File: src/rtl/pc_update_ctrl.sv
// pc_update_ctrl: sequences PC updates and the multi-cycle exception entry for the multicycle core.
// Optional target alignment check enabled by defining PC_ALIGN_CHECK_EN.
module pc_update_ctrl #(
    parameter int EXC_WAIT_CYCLES = 2,
    parameter int CAUSE_W = 2
) (
    input  logic               clk,
    input  logic               reset,
    input  logic               seq_req,
    input  logic               br_req,
    input  logic               br_taken,
    input  logic               jmp_req,
    input  logic               eret_req,
    input  logic               exc_req,
    input  logic [CAUSE_W-1:0] exc_cause,
    input  logic [1:0]         target_low,
    output logic [2:0]         pc_sel,
    output logic               pc_write,
    output logic               epc_write,
    output logic               cause_write,
    output logic [CAUSE_W-1:0] cause,
    output logic               vec_rd,
    output logic               busy,
    output logic               done
);
`ifdef PC_ALIGN_CHECK_EN
    localparam bit ALIGN_EN = 1'b1;
`else
    localparam bit ALIGN_EN = 1'b0;
`endif
    localparam int CW = $clog2(EXC_WAIT_CYCLES + 1);

    typedef enum logic [2:0] {BOOT, IDLE, ISSUE, EXC_SAVE, EXC_VEC, EXC_LOAD} state_t;
    typedef enum logic [1:0] {K_SEQ, K_BR, K_JMP, K_ERET} kind_t;

    state_t             state, state_n;
    kind_t              kind;
    logic               taken;
    logic [CAUSE_W-1:0] cause_q;
    logic [2:0]         sel_q;
    logic [CW-1:0]      cnt;
    logic               run, any_req, checked, misalign;
    logic [2:0]         kind_sel;

    // outputs are masked while reset is held so an aborted sequence never writes
    assign run     = !reset;
    assign any_req = exc_req | eret_req | jmp_req | br_req | seq_req;

    always_comb begin
        kind_sel = kind == K_ERET ? 3'b000 : kind == K_JMP ? 3'b011 : kind == K_BR ? 3'b010 : 3'b100;
        checked  = kind != K_SEQ && (kind != K_BR || taken);
        misalign = ALIGN_EN && checked && |target_low;
        state_n  = state;
        case (state)
            BOOT:     state_n = IDLE;
            IDLE:     state_n = exc_req ? EXC_SAVE : any_req ? ISSUE : IDLE;
            ISSUE:    state_n = misalign ? EXC_SAVE : IDLE;
            EXC_SAVE: state_n = EXC_VEC;
            EXC_VEC:  state_n = cnt == '0 ? EXC_LOAD : EXC_VEC;
            EXC_LOAD: state_n = IDLE;
            default:  state_n = BOOT;
        endcase
        pc_write    = run && (state == BOOT || state == EXC_LOAD ||
                      (state == ISSUE && !misalign && (kind != K_BR || taken)));
        epc_write   = run && state == EXC_SAVE;
        cause_write = run && state == EXC_SAVE;
        cause       = cause_write ? cause_q : '0;
        vec_rd      = run && state == EXC_VEC;
        done        = run && (state == EXC_LOAD || (state == ISSUE && !misalign));
        busy        = reset || state != IDLE;
        pc_sel      = (reset || state == BOOT || state == EXC_LOAD) ? 3'b001 :
                      state == ISSUE ? kind_sel : sel_q;
    end

    always_ff @(posedge clk) begin
        if (reset) begin
            state   <= BOOT;
            sel_q   <= 3'b001;
            cause_q <= '0;
            kind    <= K_SEQ;
            taken   <= 1'b0;
            cnt     <= '0;
        end else begin
            state <= state_n;
            sel_q <= pc_sel;
            if (state == IDLE) begin
                kind  <= eret_req ? K_ERET : jmp_req ? K_JMP : br_req ? K_BR : K_SEQ;
                taken <= br_taken;
                if (exc_req) cause_q <= exc_cause;
            end
            if (state == ISSUE && misalign) cause_q <= CAUSE_W'(2);
            if (state == EXC_SAVE) cnt <= CW'(EXC_WAIT_CYCLES - 1);
            else if (state == EXC_VEC) cnt <= cnt - CW'(1);
        end
    end
endmodule

File: config.mk
export PLATFORM = sky130hd
export DESIGN_NAME = pc_update_ctrl
export DESIGN_NICKNAME = d
export VERILOG_FILES = /design/src/rtl/pc_update_ctrl.sv
export SDC_FILE = /design/constraint.sdc
export NUM_CORES = 1
export LEC_CHECK = 0
export CAP_MARGIN = 30
export CORE_MARGIN = 2
export CORE_UTILIZATION = 45
export DETAILED_ROUTE_END_ITERATION = 16
export PLACE_DENSITY = 0.75
export SYNTH_ARGS = -nofsm -noshare
export SYNTH_HDL_FRONTEND = slang
export SYNTH_SLANG_ARGS = --single-unit
File: constraint.sdc
create_clock -name clk -period 1.5 [get_ports clk]
set_input_delay 0.15 -clock clk [delete_from_list [all_inputs] [get_ports clk]]
set_output_delay 0.15 -clock clk [all_outputs]
set_load 0.03 [all_outputs]
==> results by group <==
Run status
  – Status: finished, violations left
  – Failing checks: setup timing

Clocking
  – CTS tree: yes
  – CTS H-Tree Depth: 1
  – Clock-pin slew on the worst setup and hold paths: 0.09 ns
  – Clk root buf: clkbuf_4
  – CTS Buf Count: 3
  – Clock Latency Late Sink: 0.29 ns
  – Clock buffer depth: 2
  – Clock tree sinks: 13

Cells and area
  – Area of the multi-input gates: 524 µm²
  – Syn-to-layout area delta: 66.9%
  – Reg area: 272 µm²
  – Proportion of layout cells with a drive suffix above 1: 47.6%
  – # fillers: 94
  – Antenna cells: 0
  – Final non-filler cell total: 142
  – Layout net count: between 100 and 150

Setup path
  – Critical path arrival: about 1.4 ns
  – Critical Path End Type: primary output
  – Worst Setup SP: kind[0]
  – R2r setup slk: 0.11 ns
  – Critical path peak fanout: 2
  – Slowest-stage cell, CP: dfxtp_2
  – Cell breakdown of the critical path: inv_2, ha_1, or2_4, o32a_1, buf_6
  – CP Buf/Inv Count: 2
  – Worst R2R End: cause_q[0]
  – Crit path depth: 5
  – Critical setup path kind: flip-flop to primary output
  – CP max stage delay: around 0.34 ns
  – Reg2reg path depth: 5
  – Worst EP required: 1.35 ns
  – Delay-heaviest family, CP: flip-flops
  – Crit start category: flip-flop
  – Worst r2r src: state[2]
  – Crit path to: pc_sel[0]

Yosys
  – Largest family of logic cells by synthesized area: simple AND/OR/NAND/NOR gates
  – Mux share of post-synthesis cell area: 7.93%
  – Syn nets: 101
  – Seq cells post-synth: 13
  – Syn avg cell area: 8.91 µm²
  – Post-Synthesis Cells: 85
  – Area share of fa/ha/maj cells after synthesis: between 6 and 7%
  – YS warnings: 0
  – Register area share after synthesis: roughly a third
  – Main synth FF type: dfxtp_1
  – Mapped Area: 757 µm²
  – Xor-xnor portion of the synthesized cell area: 0%
  – Area share of the largest cell type after synthesis: 34.4%
  – Top cells by count, synth: 13 x dfxtp_1, 12 x nor2_1, 7 x inv_1, 6 x mux2i_1, 5 x a21oi_1
  – Ys async rst share: 0%
  – Top-count cell post-synth: dfxtp_1
  – Post-synth EDFFs: 0
  – Synth Area in Compound Gates: between 10% and 20%
  – Largest cells by area after synthesis: dfxtp_1 34%, mux2i_1 7.9%, ha_1 6.6%, nor2_1 6.0%, o32ai_1 4.6%
  – Simple logic cell fraction of the synthesized area: 25.5%
  – Yosys cell types: 30
  – Dominant cell type by area after synthesis: dfxtp_1

Power
  – Clock power frac: 23.5%
  – Pleak: 0.522 nW
  – Total power: 0.988 mW
  – Logic pwr share: 36.8%
  – PD cells: 782 nW/µm²
  – IR drop worst, VDD: 0.792 mV
  – Power share of the sequential group: 39.7%
  – Switching part of the total: 32.6%
  – Int Pwr: 0.666 mW
  – Net switching power: 0.322 mW

Worst hold path
  – Worst hold path type: input pin to flip-flop

Floorplan
  – Starting Density: 49.1%
  – I/O pins: 23
  – Die Area: 2030 µm²
  – Chip height: 45.0 µm
  – Die X: 45.0 µm
  – FP Rows: 14
  – Core area: 1540 µm²

Global route
  – Grt total ovfl: 0
  – Vias in the first global route: 768
  – First-pass GRT wire length: between 3000 and 4000 µm
  – Initial antenna violation count: 0
  – Pin count of the biggest net entering global routing: 11
  – Total track usage: 23.7%

STA
  – Setup ws final: -0.0916 ns
  – Tcrit/Tclk final: 106%
  – Final hold violation count: 0
  – RSZ-0062 raised after global routing: yes
  – Worst slew pin tran: roughly 0.23 ns
  – Fin Hold WS: 0.486 ns
  – Fmax: 628 MHz
  – Final Skew: 0.00912 ns
  – Min cycle time layout: 1.59 ns
  – Final count of negative-setup-slack endpoints: 9
  – Worst slew margin: 83.9%
  – Final Max Tran Viols: 0

Routing
  – DRC viols: 0
  – Total number of vias: 796
  – Drt via density: 5.61
  – DRT antenna net count: 0
  – WL/cell: 15.5 µm
  – Initial DRC count: 9
  – Final WL: 2200 µm
  – DRT Pass-1 Iters: 4

Place
  – Placed Instances: around 130
  – Placement Setup Slack: -0.341 ns
  – Detailed placer's ending HPWL: 1300 µm
  – PortBufs: 20
  – Placer Congestion: 0.766

Job
  – Max-capacitance violation count: 0
## metal layers
metal	global-route usage (%)	part of all wire, %	vias to the layer above	wire length [µm]
met5	0	0	-	0
met4	12.4	3.8	0	83
met3	4.80	4.6	8	102
met2	38.9	50	25	1090
met1	29.1	42	382	915
li1	-	-	381	-
## flip-flops by register name, indices dropped and copies added (netlist names)
| name | cells |
|---|---|
| sel_q | 3 |
| kind | 2 |
| cnt | 2 |
| taken | 1 |
| state | 3 |
| cause_q | 2 |
## cell usage in the layout (no fill, tap or decap), types with 2 or more instances in the layout
| master | netlist | final |
|---|---|---|
| dfxtp_1 | 13 | 8 |
| dfxtp_4 | 0 | 2 |
| clkdlybuf4s50_1 | 0 | 8 |
| a211oi_1 | 2 | 2 |
| and4bb_2 | 1 | 2 |
| nand2_1 | 4 | 3 |
| nor2_1 | 12 | 11 |
| buf_6 | 1 | 13 |
| ha_1 | 4 | 2 |
| a21oi_1 | 5 | 5 |
| o32a_1 | 2 | 2 |
| inv_1 | 7 | 5 |
| buf_4 | 1 | 21 |
| nand2b_1 | 4 | 3 |
| mux2i_1 | 6 | 6 |
| o32ai_1 | 4 | 2 |
| and2_4 | 0 | 2 |
| clkbuf_4 | 0 | 3 |
| ha_4 | 0 | 2 |
| dfxtp_2 | 0 | 3 |
## worst min-delay path, delay by kind of cell
kind | cells | cell delay [ns]
AND/OR/NAND/NOR | 1 | 0.05
multiplexers | 1 | 0.13
buffers and inverters | 1 | 0.39
## power groups by stage
stage                     sequential [mW]  combinational (mW)  clock (mW)
after global routing                0.395               0.391       0.248
final                               0.392               0.364       0.232
after global placement              0.392               0.269           0
after CTS                           0.391               0.331       0.232
after detailed placement            0.394               0.276           0
after floorplan                     0.390               0.165           0
## how the worst min path moves through the flow
| stage | startpoint | endpoint | slack [ns] | depth (start not counted) |
|---|---|---|---|---|
| after global placement | sel_q[1] | sel_q[1] | 0.47 | 2 |
| final | br_taken | taken | 0.49 | 3 |
| after floorplan | exc_req | state[1] | 0.27 | 2 |
| after global routing | reset | sel_q[0] | 0.50 | 3 |
| after detailed placement | sel_q[1] | sel_q[1] | 0.47 | 2 |
| after CTS | reset | sel_q[0] | 0.42 | 3 |
## cells by family after synthesis
kind of cell | after synthesis
AOI/OAI and AO/OA | 17
buffers and inverters | 13
DFF | 13
muxes | 6
and+or+nand+nor | 32
adders and majority gates | 4
## stage by stage
| step | util [%] | cell area (µm²) | setup TNS, ns |
|---|---|---|---|
| after global routing | 82.0 | 1260 | -0.822 |
| final | 82.0 | 1260 | -0.384 |
| after detailed placement | 67.5 | 1040 | -0.821 |
| after floorplan | - | 763 | -0.338 |
| after global placement | 67.5 | 1040 | -0.680 |
| after CTS | 78.0 | 1200 | -0.192 |
## final cells by class
class                   instances  share of cell area, %
repair buffers                 43                   31.1
clock buffers                   4                   2.08
inverters                       7                   2.28
well taps                      16                   1.58
multi-input cells              59                   41.5
flip-flops and latches         13                   21.5
## what timing repair did
item	CTS	global route
setup buffers	6	1
setup endpoints to repair	8	10
resized for setup	35	11
pin swaps	8	5
hold buffers	0	0
hold endpoints to repair	0	0
No activity file was read; power rests on OpenSTA's default activity.
